--- src/rtl/sensor_caixa_pkg.sv ---
// rtl/sensor_caixa_pkg.sv - shared FSM states and valid level patterns for the tank sensor filter
`timescale 1ns/1ps
package sensor_caixa_pkg;

  typedef enum logic [1:0] {
    NORMAL   = 2'd0,
    SUSPEITO = 2'd1,
    ERRO     = 2'd2,
    RECUPERA = 2'd3
  } estado_t;

  localparam logic [2:0] NIVEL_VAZIO = 3'b000;
  localparam logic [2:0] NIVEL_BAIXO = 3'b001;
  localparam logic [2:0] NIVEL_MEDIO = 3'b011;
  localparam logic [2:0] NIVEL_ALTO  = 3'b111;

  // An upper switch wet while a lower one is dry is physically impossible.
  function automatic logic padrao_valido(input logic [2:0] p);
    return (p == NIVEL_VAZIO) || (p == NIVEL_BAIXO) ||
           (p == NIVEL_MEDIO) || (p == NIVEL_ALTO);
  endfunction

endpackage

--- src/rtl/filtro_sensor.sv ---
// rtl/filtro_sensor.sv - two-flop synchroniser plus debounce counter for one float switch
`timescale 1ns/1ps
module filtro_sensor #(
  parameter int DEBOUNCE_CYCLES = 4
) (
  input  logic clk,
  input  logic rst,
  input  logic i_raw,
  output logic o_nivel
);

  localparam int CW = $clog2(DEBOUNCE_CYCLES + 1);
  localparam logic [CW-1:0] CNT_FIM = CW'(DEBOUNCE_CYCLES - 1);

  logic          r_sync1;
  logic          r_sync2;
  logic [CW-1:0] r_cnt;
  logic          r_nivel;

  // The count-th differing sample is the one that flips the output.
  always_ff @(posedge clk or posedge rst) begin
    if (rst) begin
      r_sync1 <= 1'b0;
      r_sync2 <= 1'b0;
      r_cnt   <= '0;
      r_nivel <= 1'b0;
    end else begin
      r_sync1 <= i_raw;
      r_sync2 <= r_sync1;
      if (r_sync2 != r_nivel) begin
        if (r_cnt == CNT_FIM) begin
          r_nivel <= ~r_nivel;
          r_cnt   <= '0;
        end else begin
          r_cnt <= r_cnt + 1'b1;
        end
      end else begin
        r_cnt <= '0;
      end
    end
  end

  assign o_nivel = r_nivel;

endmodule

--- src/rtl/sensor_caixa_filtro.sv ---
// rtl/sensor_caixa_filtro.sv - conditions the three float switches into Alta/Media/Baixa
// and raises a persistent Erro flag on inconsistent level patterns.
`timescale 1ns/1ps
module sensor_caixa_filtro
  import sensor_caixa_pkg::*;
#(
  parameter int DEBOUNCE_CYCLES = 4,
  parameter int ERRO_CYCLES     = 8
) (
  input  logic clk,
  input  logic rst,
  input  logic sensor_alta,
  input  logic sensor_media,
  input  logic sensor_baixa,
  output logic Alta,
  output logic Media,
  output logic Baixa,
  output logic Erro,
  output logic nivel_mudou
);

  localparam int EW = $clog2(ERRO_CYCLES + 1);
  localparam logic [EW-1:0] CNT_FIM = EW'(ERRO_CYCLES - 1);
  localparam logic [EW-1:0] CNT_UM  = EW'(1);

  estado_t       r_estado;
  estado_t       w_estado_prox;
  logic [EW-1:0] r_cnt;
  logic [EW-1:0] w_cnt_prox;
  logic [2:0]    r_p_prev;
  logic          r_mudou;
  logic [2:0]    w_p;
  logic          w_valido;

  filtro_sensor #(.DEBOUNCE_CYCLES(DEBOUNCE_CYCLES)) u_alta (
    .clk(clk), .rst(rst), .i_raw(sensor_alta), .o_nivel(Alta));
  filtro_sensor #(.DEBOUNCE_CYCLES(DEBOUNCE_CYCLES)) u_media (
    .clk(clk), .rst(rst), .i_raw(sensor_media), .o_nivel(Media));
  filtro_sensor #(.DEBOUNCE_CYCLES(DEBOUNCE_CYCLES)) u_baixa (
    .clk(clk), .rst(rst), .i_raw(sensor_baixa), .o_nivel(Baixa));

  assign w_p      = {Alta, Media, Baixa};
  assign w_valido = padrao_valido(w_p);

  always_ff @(posedge clk or posedge rst) begin
    if (rst) begin
      r_estado <= NORMAL;
      r_cnt    <= '0;
      r_p_prev <= NIVEL_VAZIO;
      r_mudou  <= 1'b0;
    end else begin
      r_estado <= w_estado_prox;
      r_cnt    <= w_cnt_prox;
      r_p_prev <= w_p;
      r_mudou  <= (w_p != r_p_prev);
    end
  end

  // Entering SUSPEITO/RECUPERA already counts the first cycle, hence CNT_UM.
  always_comb begin
    w_estado_prox = r_estado;
    w_cnt_prox    = r_cnt;
    case (r_estado)
      NORMAL: if (!w_valido) begin
        if (ERRO_CYCLES <= 1) begin
          w_estado_prox = ERRO;
          w_cnt_prox    = '0;
        end else begin
          w_estado_prox = SUSPEITO;
          w_cnt_prox    = CNT_UM;
        end
      end
      SUSPEITO: if (w_valido) begin
        w_estado_prox = NORMAL;
        w_cnt_prox    = '0;
      end else if (r_cnt == CNT_FIM) begin
        w_estado_prox = ERRO;
        w_cnt_prox    = '0;
      end else begin
        w_cnt_prox = r_cnt + 1'b1;
      end
      ERRO: if (w_valido) begin
        if (ERRO_CYCLES <= 1) begin
          w_estado_prox = NORMAL;
          w_cnt_prox    = '0;
        end else begin
          w_estado_prox = RECUPERA;
          w_cnt_prox    = CNT_UM;
        end
      end
      RECUPERA: if (!w_valido) begin
        w_estado_prox = ERRO;
        w_cnt_prox    = '0;
      end else if (r_cnt == CNT_FIM) begin
        w_estado_prox = NORMAL;
        w_cnt_prox    = '0;
      end else begin
        w_cnt_prox = r_cnt + 1'b1;
      end
      default: begin
        w_estado_prox = NORMAL;
        w_cnt_prox    = '0;
      end
    endcase
  end

  assign Erro        = (r_estado == ERRO) || (r_estado == RECUPERA);
  assign nivel_mudou = r_mudou;

endmodule

--- config.mk ---
export PLATFORM = sky130hd
export DESIGN_NAME = sensor_caixa_filtro
export DESIGN_NICKNAME = d
export VERILOG_FILES = /design/src/rtl/sensor_caixa_pkg.sv /design/src/rtl/filtro_sensor.sv /design/src/rtl/sensor_caixa_filtro.sv
export SDC_FILE = /design/constraint.sdc
export NUM_CORES = 1
export LEC_CHECK = 0
export BUFFER_PORTS_ARGS = -buffer_cell sky130_fd_sc_hd__buf_2
export CAP_MARGIN = 20
export CORE_MARGIN = 1.5
export CORE_UTILIZATION = 50
export CTS_CLUSTER_DIAMETER = 50
export DETAILED_ROUTE_END_ITERATION = 12
export GPL_ROUTABILITY_DRIVEN = 0
export GPL_TIMING_DRIVEN = 0
export PLACE_DENSITY = 0.81
export SLEW_MARGIN = 20
export SYNTH_ARGS = -nofsm -noshare
export SYNTH_HDL_FRONTEND = slang
export SYNTH_HIERARCHICAL = 1
export SYNTH_SLANG_ARGS = --single-unit
--- constraint.sdc ---
create_clock -name clk -period 1.5 [get_ports clk]
set_clock_uncertainty 0.15 [all_clocks]
set_input_delay 0.075 -clock clk [delete_from_list [all_inputs] [get_ports clk]]
set_output_delay 0.075 -clock clk [all_outputs]
set_load 0.01 [all_outputs]
==> results.json <==
{
  "synth_edf_count": 0,
  "regArea_sq_um": 704,
  "violations": "setup timing",
  "hpwl_um": 1160,
  "mostFrequentLayoutCells": "dfrtp_1 (25), buf_2 (9), xnor2_1 (6), nor3b_1 (6)",
  "grt_pass1_wl_um": 3040,
  "area_delta_synth_final_pct": 19.0,
  "outcome": "finished, violations left",
  "ctsHtreeMaxLevel": 1,
  "std_cell_rows": 17,
  "rsz0062_at_grt": "yes",
  "portBuffers": 9,
  "wl_um": 1690,
  "cts_root_buf": "clkbuf_4",
  "coreArea_sq_um": 2170,
  "tightest_slew_ns": 0.366,
  "fin_nets": 114,
  "finalCritPeriodShare": 1.09,
  "die_w_um": 50.6,
  "critPathKind": "flip-flop to flip-flop",
  "routedWlPerCell_um": 12.8,
  "setup_viol": 3,
  "ant_nets": 0,
  "antenna_found_initial": 0,
  "syn-num-nets": 92,
  "layout-drive-gt1-share": 0.346,
  "drt_iter0_markers": 8,
  "holdWs_ns": 0.0448,
  "clockBufferDepth": 2,
  "cp-end-kind": "flip-flop",
  "layout_min_cycle_time_ns": 1.64,
  "grt-ovfl-total": 0,
  "postSynth.asyncResetShare": 1.00,
  "hold_path_class": "input pin to asynchronous set/reset pin",
  "netlist_area_sq_um": 1130,
  "grt_max_degree": 16,
  "postPlaceCellArea_sq_um": 1210,
  "antenna_cells": 0,
  "fill_cells": 186,
  "cts_num_sinks": 28,
  "grt.total_usage": 0.167,
  "max_clock_freq_mhz": 612,
  "ys_warn_count": 6,
  "hold_viol_final": 0,
  "crit_arrival_ns": 1.72,
  "fin_util": 0.621,
  "leakage_nw": 0.635,
  "crit_fanout": 5,
  "fin_ws_ns": -0.135,
  "io_pins": 10,
  "vdd_drop_max_mv": 1.22,
  "total_power_mw": 2.38,
  "cts_tree": "done",
  "finalInstanceArea_sq_um": 1350,
  "final_cells": 132,
  "layout_commonest_cell": "dfrtp_1",
  "vias_per_cell": 4.95,
  "cts_buffers": 3,
  "clk_pin_slew_worst_paths_ns": 0.14,
  "clkLatencyLatePin_ns": 0.33,
  "num_vias": 654,
  "place_inst": 120,
  "syn_area_per_cell_sq_um": 13.6,
  "slew_headroom": 0.756,
  "initial_core_util": 0.522,
  "multiInputGateArea_sq_um": 434,
  "die_h_um": 50.6,
  "worstPathRequired_ns": 1.58,
  "syn_inst": 83,
  "drc": 0,
  "first_global_vias": 703,
  "yosysUniqueCellTypes": 25,
  "die-area_sq_um": 2560,
  "ys_seq_area_frac": 0.619,
  "powerDensity_nw_per_um2": 1770,
  "ys_ff_latch": 28,
  "dr.pass1.iters": 3,
  "maxCapViolCount": 0,
  "synth_flop_cell": "dfrtp_1",
  "drv_slew": 0,
  "critical_path.startpoint_type": "flip-flop"
}
-- synth_stat cells (all sizes together), types with 2 or more instances --
cell type	count	area, sq um
xnor2	6	52.6
nand2	3	11.3
nor2b	3	41.3
inv	4	15.0
nor2	3	11.3
nor3	3	15.0
and2	2	15.0
dfrtp	28	701
mux2	4	45.0
and4b	3	31.3
nand3	2	10.0
ha	4	50.1
o21ai	2	10.0
nor3b	6	45.0
a31o	2	17.5
-- worst paths after layout --
check	from	end	slack, ns	cells past startpoint
max	u_baixa/o_nivel	r_cnt[3]	-0.14	4
min	rst	u_alta/r_cnt[1]	0.04	3
max reg2reg	u_baixa/o_nivel	r_cnt[3]	-0.14	4
min reg2reg	u_alta/r_sync1	u_alta/r_sync2	0.21	0
max in group asynchronous	rst	asynchronous set/reset pin	0.83	3
min in group clk	u_alta/r_sync1	u_alta/r_sync2	0.21	0
-- repair_timing --
item	in CTS	in global routing
setup endpoints to repair	5	6
endpoints found under the hold margin	31	0
resized for setup	3	6
hold buffers	4	0
setup buffers	4	0
pin swaps	4	2
-- flip-flops by register name, indices dropped and copies added (netlist names), 3 cells and up, named ones only --
register	count
u_alta/r_cnt	3
u_baixa/r_cnt	3
u_media/r_cnt	3
r_cnt	4
r_p_prev	3
-- routing by layer --
layer	track usage	up-vias	routed length (um)
met5	0	-	0
met4	0.122	0	54
met3	0.0298	5	53
met2	0.283	10	870
met1	0.189	312	716
li1	-	327	-
-- area by class of cell --
class	count	share of cell area
multi-input combinational	50	0.322
sequential	28	0.523
buffer	1	0.00279
inverter	4	0.0111
timing repair buffer	17	0.0882
tap	28	0.0260
clock buffer	4	0.0269
-- per-stage QoR --
step                      worst slack, ns  setup TNS (ns)
after floorplan                    -0.160          -0.432
after global placement             -0.274           -1.13
after detailed placement           -0.347           -1.45
after CTS                          -0.171          -0.489
after global routing               -0.171          -0.460
final                              -0.135          -0.366
-- critical path, cell delays in order, from the launching register on --
cell and delay, ns:
dfrtp_2 0.43, and2_4 0.16, or3_4 0.36, and4b_1 0.20, a211o_1 0.23
-- report_power, final --
group          internal (mW)  switching [mW]  leakage (nW)
combinational          0.493           0.374         0.269
sequential             0.977           0.170         0.345
clock                  0.149           0.215        0.0210
total                   1.62           0.760         0.635
-- kinds of logic after synthesis --
logic type	count (synthesis)	share of synthesized area
AO/OA/AOI/OAI	7	0.0431
flip-flops	28	0.619
adder cells (fa/ha/maj)	4	0.0442
buffers and inverters	5	0.0166
XOR/XNOR	7	0.0541
AND/OR/NAND/NOR	28	0.183
multiplexers	4	0.0398
No activity file was read; power rests on OpenSTA's default activity.
